<file path="src/rtl/division_result_display_pkg.sv">
// Shared types, segment patterns and the double-dabble step
// for the divider result display.
package division_leds_pkg;

  typedef enum logic [0:0] {
    IDLE    = 1'b0,
    CONVERT = 1'b1
  } state_t;

  localparam int ITER_COUNT = 8;

  // Active-low cathodes, bit 0 = a .. bit 6 = g
  localparam logic [6:0] SEG_0     = 7'b1000000;
  localparam logic [6:0] SEG_1     = 7'b1111001;
  localparam logic [6:0] SEG_2     = 7'b0100100;
  localparam logic [6:0] SEG_3     = 7'b0110000;
  localparam logic [6:0] SEG_4     = 7'b0011001;
  localparam logic [6:0] SEG_5     = 7'b0010010;
  localparam logic [6:0] SEG_6     = 7'b0000010;
  localparam logic [6:0] SEG_7     = 7'b1111000;
  localparam logic [6:0] SEG_8     = 7'b0000000;
  localparam logic [6:0] SEG_9     = 7'b0010000;
  localparam logic [6:0] SEG_BLANK = 7'b1111111;
  localparam logic [6:0] SEG_DASH  = 7'b0111111;
  localparam logic [6:0] SEG_Q     = 7'b0011000;
  localparam logic [6:0] SEG_R     = 7'b0101111;

  function automatic logic [6:0] seg_of(
    input logic [3:0] n
  );
    logic [6:0] s;
    case (n)
      4'd0:    s = SEG_0;
      4'd1:    s = SEG_1;
      4'd2:    s = SEG_2;
      4'd3:    s = SEG_3;
      4'd4:    s = SEG_4;
      4'd5:    s = SEG_5;
      4'd6:    s = SEG_6;
      4'd7:    s = SEG_7;
      4'd8:    s = SEG_8;
      4'd9:    s = SEG_9;
      default: s = SEG_BLANK;
    endcase
    return s;
  endfunction

  // {hund[1:0], tens, ones, bin[7:0]}; hundreds never reaches 5
  function automatic logic [17:0] dd_step(
    input logic [17:0] x
  );
    logic [17:0] a;
    a = x;
    if (a[11:8] >= 4'd5)
      a[11:8] = a[11:8] + 4'd3;
    if (a[15:12] >= 4'd5)
      a[15:12] = a[15:12] + 4'd3;
    return {a[16:0], 1'b0};
  endfunction

endpackage

</file>
<file path="src/rtl/division_result_display_if.sv">
// Divider-to-display result handshake bundle.
interface division_result_display_if;

  logic       done;
  logic [7:0] Quotient;
  logic [7:0] Remainder;
  logic       busy;
  logic       result_valid;

  modport master (
    output done,
    output Quotient,
    output Remainder,
    input  busy,
    input  result_valid
  );

  modport slave (
    input  done,
    input  Quotient,
    input  Remainder,
    output busy,
    output result_valid
  );

endinterface

</file>
<file path="src/rtl/division_result_display_seven_seg_mux.sv">
// Refresh counter, digit scan and registered seg/an
// outputs for the 4-digit multiplexed display.
module seven_seg_mux
  import division_leds_pkg::*;
#(
  parameter int REFRESH_CYCLES = 100000,
  parameter int CNT_W          = 17
) (
  input  logic       clk,
  input  logic       rst_n,
  input  logic       no_result,
  input  logic       sel_rem,
  input  logic [9:0] bcd_quo,
  input  logic [9:0] bcd_rem,
  output logic [6:0] seg,
  output logic [3:0] an
);

  logic [CNT_W-1:0] cnt_q, cnt_d;
  logic [1:0]       idx_q, idx_d;
  logic [6:0]       seg_q, seg_d;
  logic [3:0]       an_q, an_d;
  logic [9:0]       val;
  logic             wrap;

  assign wrap = (cnt_q == CNT_W'(REFRESH_CYCLES - 1));
  assign val  = sel_rem ? bcd_rem : bcd_quo;

  always_comb begin
    cnt_d = wrap ? '0 : cnt_q + CNT_W'(1);
    idx_d = wrap ? idx_q + 2'd1 : idx_q;
    an_d  = ~(4'b0001 << idx_d);
    seg_d = SEG_DASH;
    if (!no_result) begin
      unique case (idx_d)
        2'd3: seg_d = sel_rem ? SEG_R : SEG_Q;
        2'd2: seg_d = (val[9:8] == 2'd0) ? SEG_BLANK
                    : seg_of({2'b00, val[9:8]});
        2'd1: seg_d = (val[9:4] == 6'd0) ? SEG_BLANK
                    : seg_of(val[7:4]);
        2'd0: seg_d = seg_of(val[3:0]);
      endcase
    end
  end

  // seg and an share one register stage so they switch together
  always_ff @(posedge clk or negedge rst_n) begin
    if (!rst_n) begin
      cnt_q <= '0;
      idx_q <= 2'd0;
      seg_q <= SEG_DASH;
      an_q  <= 4'b1110;
    end else begin
      cnt_q <= cnt_d;
      idx_q <= idx_d;
      seg_q <= seg_d;
      an_q  <= an_d;
    end
  end

  assign seg = seg_q;
  assign an  = an_q;

endmodule

</file>
<file path="src/rtl/division_result_display.sv">
// Captures divider results on done rise, converts them to BCD
// by sequential double-dabble and drives the 7-segment mux.
module division_result_display
  import division_leds_pkg::*;
#(
  parameter int REFRESH_CYCLES = 100000,
  parameter int CNT_W          = 17
) (
  input  logic                       sys_clock,
  input  logic                       reset_n,
  division_result_display_if.slave   div,
  input  logic                       sel_rem,
  output logic [6:0]                 seg,
  output logic                       dp,
  output logic [3:0]                 an
);

  state_t      state_q, state_d;
  logic        done_q, done_d;
  logic        arm_q, arm_d;
  logic        pend_q, pend_d;
  logic        busy_q, busy_d;
  logic        valid_q, valid_d;
  logic        nores_q, nores_d;
  logic [2:0]  iter_q, iter_d;
  logic [17:0] quo_sh_q, quo_sh_d;
  logic [17:0] rem_sh_q, rem_sh_d;
  logic [9:0]  quo_disp_q, quo_disp_d;
  logic [9:0]  rem_disp_q, rem_disp_d;
  logic [17:0] quo_step, rem_step;
  logic        rise, load;

  // arm blocks a done held high across reset release
  assign rise     = div.done & ~done_q & arm_q;
  assign quo_step = dd_step(quo_sh_q);
  assign rem_step = dd_step(rem_sh_q);

  always_comb begin
    state_d    = state_q;
    done_d     = div.done;
    arm_d      = arm_q | ~div.done;
    pend_d     = pend_q;
    busy_d     = busy_q;
    valid_d    = 1'b0;
    nores_d    = nores_q;
    iter_d     = iter_q;
    quo_sh_d   = quo_sh_q;
    rem_sh_d   = rem_sh_q;
    quo_disp_d = quo_disp_q;
    rem_disp_d = rem_disp_q;
    load       = 1'b0;
    unique case (1'b1)
      (state_q == IDLE): load = rise;
      (state_q == CONVERT): begin
        quo_sh_d = quo_step;
        rem_sh_d = rem_step;
        iter_d   = iter_q + 3'd1;
        if (rise)
          pend_d = 1'b1;
        if (iter_q == 3'(ITER_COUNT - 1)) begin
          quo_disp_d = quo_step[17:8];
          rem_disp_d = rem_step[17:8];
          nores_d    = 1'b0;
          valid_d    = 1'b1;
          if (pend_q | rise) begin
            load   = 1'b1;
            pend_d = 1'b0;
          end else begin
            state_d = IDLE;
            busy_d  = 1'b0;
          end
        end
      end
    endcase
    if (load) begin
      quo_sh_d = {10'd0, div.Quotient};
      rem_sh_d = {10'd0, div.Remainder};
      iter_d   = 3'd0;
      busy_d   = 1'b1;
      state_d  = CONVERT;
    end
  end

  always_ff @(posedge sys_clock or negedge reset_n) begin
    if (!reset_n) begin
      state_q    <= IDLE;
      done_q     <= 1'b0;
      arm_q      <= 1'b0;
      pend_q     <= 1'b0;
      busy_q     <= 1'b0;
      valid_q    <= 1'b0;
      nores_q    <= 1'b1;
      iter_q     <= 3'd0;
      quo_sh_q   <= '0;
      rem_sh_q   <= '0;
      quo_disp_q <= '0;
      rem_disp_q <= '0;
    end else begin
      state_q    <= state_d;
      done_q     <= done_d;
      arm_q      <= arm_d;
      pend_q     <= pend_d;
      busy_q     <= busy_d;
      valid_q    <= valid_d;
      nores_q    <= nores_d;
      iter_q     <= iter_d;
      quo_sh_q   <= quo_sh_d;
      rem_sh_q   <= rem_sh_d;
      quo_disp_q <= quo_disp_d;
      rem_disp_q <= rem_disp_d;
    end
  end

  assign div.busy         = busy_q;
  assign div.result_valid = valid_q;
  assign dp               = 1'b1;

  seven_seg_mux #(
    .REFRESH_CYCLES (REFRESH_CYCLES),
    .CNT_W          (CNT_W)
  ) u_mux (
    .clk       (sys_clock),
    .rst_n     (reset_n),
    .no_result (nores_q),
    .sel_rem   (sel_rem),
    .bcd_quo   (quo_disp_q),
    .bcd_rem   (rem_disp_q),
    .seg       (seg),
    .an        (an)
  );

endmodule
</file>
<file path="src/flat_wrapper.sv">
// flat-port wrapper written by rule: the top's interface ports become plain ports
module division_result_display_flat import division_leds_pkg::*;
#(
  parameter int REFRESH_CYCLES = 100000,
  parameter int CNT_W          = 17
)
  (sys_clock, reset_n, sel_rem, seg, dp, an, div_done, div_Quotient, div_Remainder, div_busy, div_result_valid);
  division_result_display_if div_i ();
  input  logic sys_clock;
  input  logic reset_n;
  input  logic sel_rem;
  output logic [6:0] seg;
  output logic dp;
  output logic [3:0] an;
  input wire logic [$bits(div_i.done)-1:0] div_done;
  input wire logic [$bits(div_i.Quotient)-1:0] div_Quotient;
  input wire logic [$bits(div_i.Remainder)-1:0] div_Remainder;
  output wire logic [$bits(div_i.busy)-1:0] div_busy;
  output wire logic [$bits(div_i.result_valid)-1:0] div_result_valid;
  assign div_i.done = div_done;
  assign div_i.Quotient = div_Quotient;
  assign div_i.Remainder = div_Remainder;
  assign div_busy = div_i.busy;
  assign div_result_valid = div_i.result_valid;
  division_result_display #(.REFRESH_CYCLES(REFRESH_CYCLES), .CNT_W(CNT_W)) u_core (.sys_clock(sys_clock), .reset_n(reset_n), .div(div_i), .sel_rem(sel_rem), .seg(seg), .dp(dp), .an(an));
endmodule
</file>
<file path="config.mk">
export PLATFORM = sky130hd
export DESIGN_NAME = division_result_display_flat
export DESIGN_NICKNAME = d
export VERILOG_FILES = /design/src/rtl/division_result_display_pkg.sv /design/src/rtl/division_result_display_if.sv /design/src/rtl/division_result_display_seven_seg_mux.sv /design/src/rtl/division_result_display.sv /design/src/flat_wrapper.sv
export SDC_FILE = /design/constraint.sdc
export NUM_CORES = 1
export LEC_CHECK = 0
export CORE_MARGIN = 2
export CORE_UTILIZATION = 59
export DETAILED_ROUTE_END_ITERATION = 12
export PLACE_DENSITY = 0.77
export SLEW_MARGIN = 10
export SYNTH_ARGS = -nofsm -noshare
export SYNTH_HDL_FRONTEND = slang
export SYNTH_SLANG_ARGS = --single-unit
</file>
<file path="constraint.sdc">
create_clock -name sys_clock -period 2.93 [get_ports sys_clock]
set_input_delay 0.293 -clock sys_clock [delete_from_list [all_inputs] [get_ports sys_clock]]
set_output_delay 0.293 -clock sys_clock [all_outputs]
set_load 0.005 [all_outputs]
</file>
==> flow_summary.yaml, run 1 <==
outcome:
  outcome: "complete, but fails checks"
  violations: "negative hold slack"
clock_tree:
  cts_tree: "done"
  cts_made_buffers: 9
  cts_setup_buffers: 0
  cts-htree-levels: 3
  cts_hold_buf: 0
  cts.path.max_buffers: 2
  clk_pin_slew_ns: 0.12
  clockRootBuffer: "clkbuf_8"
  cts_sinks: 94
  worstSkewPairLatency_ns: 0.38
  post_cts_resized: 0
sta:
  setup_slack_ns: 0.329
  hold_ws_ns: -0.0400
  worst_pin_slew_ns: 0.801
  rsz0062_at_grt: "no"
  final_max_slew_viol_count: 0
  slew_headroom: 0.466
  fin_crit_sh: 0.888
  fmax_mhz: 384
  final-setup-viol-count: 0
  finalCriticalPeriod_ns: 2.60
  final_hold_viol_count: 19
  fin_skew_ns: 0.0168
  tns_ns: 0
flow_run:
  max_cap_violations: 0
final_layout:
  final_cell_mix: "84 x dfrtp_1, 71 x nand2_1, 49 x o21ai_0, 31 x clkdlybuf4s50_1, 29 x a21oi_1"
  fin_nets: 612
  fillers: 659
  final_common_cell: "dfrtp_1"
  area_delta_synth_final_pct: 13.7
  drive_gt1_frac: 0.123
  final_area_um2: 5800
  final_cells: 680
  num_antenna_cells: 0
setup_path:
  slowest_stage: "or4_4"
  cp-start-kind: "flip-flop"
  critPathArrivalTime_ns: 2.88
  critPathCaptureType: "flip-flop"
  worst-path-buf-inv: 0
  crit_fanout: 12
  critical-path-top-delay-family: "simple AND/OR/NAND/NOR gates"
  slowest_delay_ns: 0.66
  path_cells: "or4b_4 > or4_4 > nand2_2 > o21ai_1 > a311o_1 > o31ai_2"
  worstSetupPathType: "reg2reg"
  required_ns: 3.21
global_routing:
  grt_start_max_net_pins: 91
  grt_use_total: 0.248
  antenna_found_initial: 0
  grt_pass1_vias: 3878
  grt_first_pass_wirelength_mm: 19.1
  grt-ovfl-total: 0
hold_path:
  hold_path.class: "in2async"
route:
  vias: 4056
  routed_via_density: 5.96
  wl_per_cell_um: 16.4
  first_iter_violations: 316
  final_antenna_net_count: 0
  drc_errors: 0
  firstDrtPassIters: 5
  wl_mm: 11.1
synthesis:
  netlist_instances: 535
  synth.distinct_cells: 59
  yosysWarningCount: 0
  async_reset_ff_frac: 1.00
  syn-mean-instance-area_um2: 9.53
  syn_nets: 577
  syn_area_um2: 5100
  synth-seq-cells: 94
  synth_area_leader_cell: "dfrtp_1"
  ys.flop_type: "dfrtp_1"
  synth-edff-count: 0
  yosysSeqAreaShare: 0.464
  synth_top_area_frac: 0.412
  netlist_top_cells_area: "dfrtp_1 41%, ha_1 5.4%, nand2_1 5.2%"
power_and_ir_drop:
  p_leak_nw: 2.48
  power_w: 0.00525
  ir_drop_v: 0.000492
  p_per_area_nw_per_um2: 905
placed_design:
  placed_cell_area_um2: 5590
  hpwl_mm: 8.04
  place.gp.congestion: 0.944
  place_ws_ns: 0.0626
  dpl.cell_count: 664
  port_buffers: 32
floorplanning:
  dieArea_um2: 9400
  die_h_um: 96.9
  coreArea_um2: 8300
  boundaryPins: 34
  rows: 33
  initial_core_util: 0.614
  die_w_um: 96.9
==> cells in the mapped netlist, types with 6 or more instances <==
| cell type | instances |
|---|---|
| dfrtp_1 | 84 |
| nand2_1 | 71 |
| o31ai_1 | 10 |
| nor3_1 | 16 |
| dfstp_2 | 10 |
| and2_1 | 6 |
| a21oi_1 | 30 |
| o22ai_1 | 9 |
| nand4_1 | 7 |
| nor3b_1 | 8 |
| xnor2_1 | 13 |
| clkbuf_1 | 21 |
| mux2_2 | 13 |
| nand2b_1 | 8 |
| inv_1 | 20 |
| nor2_1 | 27 |
| mux2i_1 | 24 |
| ha_1 | 22 |
| nand3_1 | 16 |
| o21ai_0 | 49 |
==> metal layers <==
metal / GRT usage / wire length, um / up-vias
met4: 0.0618 / 132 / 0
met1: 0.356 / 5280 / 1958
met3: 0.0412 / 473 / 14
met5: 0 / 0 / -
met2: 0.397 / 5250 / 115
li1: - / - / 1969
==> sequential cells by signal, indices dropped and copies added (netlist names), 2 cells and up <==
register and count:
u_core.quo_disp_q 10, u_core.u_mux.seg 7, u_core.u_mux.idx_q 2, u_core.rem_sh_q 17, u_core.quo_sh_q 17, u_core.rem_disp_q 10
u_core.u_mux.an 4, u_core.iter_q 3, u_core.u_mux.cnt_q 17
==> worst paths after layout <==
check,from,end,slack (ns),cells past startpoint
worst max-delay path,u_core.u_mux.cnt_q[5],u_core.u_mux.seg[4],0.33,6
worst min-delay path,reset_n,u_core.rem_sh_q[14],-0.04,1
worst max register to register,u_core.u_mux.cnt_q[5],u_core.u_mux.seg[4],0.33,6
worst min register to register,u_core.rem_sh_q[4],u_core.rem_sh_q[4],0.49,2
max in group asynchronous,reset_n,u_core.u_mux.seg[0],2.26,2
min in group sys_clock,div_done,u_core.done_q,0.42,1
==> power by group <==
| group | leakage, nW | switching (W) | internal, W |
|---|---|---|---|
| clock | 0.0985 | 0.000527 | 0.000338 |
| combinational | 1.20 | 0.00127 | 0.00106 |
| sequential | 1.18 | 0.000316 | 0.00174 |
| total | 2.48 | 0.00211 | 0.00313 |
==> stage by stage <==
| step | hold WS (ns) | util |
|---|---|---|
| 3_5_place_dp | 0.453 | 0.674 |
| 2_1_floorplan | -0.00259 | - |
| 5_1_grt | 0.0259 | 0.698 |
| 3_3_place_gp | 0.450 | 0.674 |
| 6_report | -0.0400 | 0.698 |
| 4_1_cts | 0.157 | 0.698 |
==> final cells by class <==
class | count | area, um2 | area share
multi-input cells | 393 | 2540 | 0.439
flip-flops and latches | 94 | 2360 | 0.408
repair buffers | 52 | 484 | 0.0835
well taps | 105 | 131 | 0.0227
clock buffers | 9 | 124 | 0.0214
clock inverters | 7 | 75.1 | 0.0130
inverters | 20 | 75.1 | 0.0130
==> cells by family (layout without fill, tap and decap cells) <==
group                      count (synthesis)  in the layout  synth area share
muxes                                     37             37            0.0759
buffers and inverters                     48             88            0.0383
adders and majority gates                 24             24            0.0579
and+or+nand+nor                          182            182             0.175
DFF                                       94             94             0.464
AOI/OAI and AO/OA                        131            131             0.157
xor gates and xnor gates                  18             18            0.0309
other                                      1              1          0.000736
(Power assumes the default switching activity.)
==> run 2, diff against run 1 <==
--- a/config.mk
+++ b/config.mk
@@ -6,9 +6,9 @@
 export NUM_CORES = 1
 export LEC_CHECK = 0
 export CORE_MARGIN = 2
-export CORE_UTILIZATION = 59
+export CORE_UTILIZATION = 25
 export DETAILED_ROUTE_END_ITERATION = 12
-export PLACE_DENSITY = 0.77
+export PLACE_DENSITY = 0.37
 export SLEW_MARGIN = 10
 export SYNTH_ARGS = -nofsm -noshare
 export SYNTH_HDL_FRONTEND = slang
==> run 2 against run 1 <==
Against the previous run: the run now ends clean; sequential power is essentially flat; sequential share of layout area shrank 2.1 points; clock skew shrank 0.0066 ns; critical endpoint unchanged.
==> flow_summary.yaml, run 2 (synthesized netlist as in run 1, its figures left out) <==
final_layout:
  largestRegisters: "u_core.quo_sh_q x17, u_core.rem_sh_q x17, u_core.u_mux.cnt_q x17"
  final_cells: 848
  fin_nets: 615
  drive_gt1_frac: 0.123
  num_antenna_cells: 0
  final_common_cell: "dfrtp_1"
  final_cell_mix: "84 x dfrtp_1, 71 x nand2_1, 49 x o21ai_0, 31 x clkdlybuf4s50_1, 29 x a21oi_1"
  area_delta_synth_final_pct: 19.9
global_routing:
  grt_start_max_net_pins: 37
  grt_use_total: 0.121
  grt-ovfl-total: 0
  grt_first_pass_wirelength_mm: 20.9
  grt_pass1_vias: 3986
  antenna_found_initial: 0
sta:
  final_max_slew_viol_count: 0
  final_hold_viol_count: 0
  worst_pin_slew_ns: 0.623
  final-setup-viol-count: 0
  tns_ns: 0
  fmax_mhz: 390
  rsz0062_at_grt: "no"
  fin_skew_ns: 0.0102
  fin_crit_sh: 0.876
  hold_ws_ns: 0.435
  finalCriticalPeriod_ns: 2.57
  slew_headroom: 0.585
setup_path:
  slowest_delay_ns: 0.66
  critPathCaptureType: "flip-flop"
  required_ns: 3.19
  crit_fanout: 12
  critPathArrivalTime_ns: 2.82
  cp-start-kind: "flip-flop"
  slowest_stage: "or4_4"
  worstSetupPathType: "reg2reg"
  worst-path-buf-inv: 0
  critical-path-top-delay-family: "simple AND/OR/NAND/NOR gates"
  path_cells: "or4b_4 > or4_4 > nand2_2 > o21ai_1 > a311o_1 > o31ai_2"
floorplanning:
  rows: 52
  boundaryPins: 34
  dieArea_um2: 21500
  initial_core_util: 0.253
  die_h_um: 147
  die_w_um: 147
  coreArea_um2: 20100
power_and_ir_drop:
  p_leak_nw: 2.53
  ir_drop_v: 0.000281
  p_per_area_nw_per_um2: 904
hold_path:
  hold_path.class: "in2async"
clock_tree:
  cts_made_buffers: 9
  cts_sinks: 94
  cts_hold_buf: 1
  cts.path.max_buffers: 2
  clockRootBuffer: "clkbuf_16"
  cts-htree-levels: 3
  clk_pin_slew_ns: 0.07
  cts_setup_buffers: 0
  worstSkewPairLatency_ns: 0.35
  post_cts_resized: 0
  cts_tree: "done"
route:
  wl_mm: 12.3
  drc_errors: 0
  routed_via_density: 4.65
  wl_per_cell_um: 14.5
  firstDrtPassIters: 4
  first_iter_violations: 239
  final_antenna_net_count: 0
  vias: 3944
placed_design:
  hpwl_mm: 9.10
  port_buffers: 32
  place.gp.congestion: 0.865
  dpl.cell_count: 831
flow_run:
  max_cap_violations: 0
outcome:
  outcome: "finished, final reports clean"
[run 2: path summary, 6_finish.rpt]
check | start | endpoint | slack [ns] | cells after the start
worst max-delay path | u_core.u_mux.cnt_q[5] | u_core.u_mux.seg[4] | 0.36 | 6
worst min-delay path | reset_n | u_core.u_mux.cnt_q[14] | 0.43 | 2
worst max register to register | u_core.u_mux.cnt_q[5] | u_core.u_mux.seg[4] | 0.36 | 6
worst min register to register | u_core.arm_q | u_core.arm_q | 0.47 | 1
max in group asynchronous | reset_n | u_core.nores_q | 1.74 | 3
min in group sys_clock | div_done | u_core.done_q | 0.45 | 1
[run 2: through the flow]
| step | setup WS (ns) | area, um2 | power (W) | utilization |
|---|---|---|---|---|
| 2_1_floorplan | 0.0445 | 5100 | 0.00360 | - |
| 3_3_place_gp | 0.102 | 5820 | 0.00443 | 0.290 |
| 3_5_place_dp | 0.0570 | 5820 | 0.00447 | 0.290 |
| 4_1_cts | 0.356 | 6110 | 0.00562 | 0.304 |
| 5_1_grt | 0.242 | 6110 | 0.00604 | 0.304 |
| 6_report | 0.365 | 6110 | 0.00552 | 0.304 |
[run 2: cell type report]
cell class	count	area (um2)
fillers	2100	14000
clock inverters	4	30.0
inverters	20	75.1
multi-input cells	393	2550
flip-flops and latches	94	2360
clock buffers	12	246
well taps	270	338
repair buffers	55	505
[run 2: worst reg2reg max path: cells and delay by family (launching register included)]
| kind | cells | cell delay (ns) |
|---|---|---|
| and+or+nand+nor | 3 | 1.40 |
| DFF | 1 | 0.43 |
| AOI/OAI and AO/OA | 3 | 0.64 |
[run 2: where the power goes]
group	internal (W)	total, W	switching, W
Combinational	0.00107	0.00236	0.00129
Sequential	0.00174	0.00204	0.000302
Clock	0.000603	0.00112	0.000514
[run 2: routing by layer]
metal | wire [um] | track usage | vias to the layer above
met5 | 0 | 0 | -
met3 | 494 | 0.0345 | 23
li1 | - | - | 1976
met2 | 5790 | 0.201 | 81
met1 | 5720 | 0.152 | 1864
met4 | 313 | 0.0422 | 0
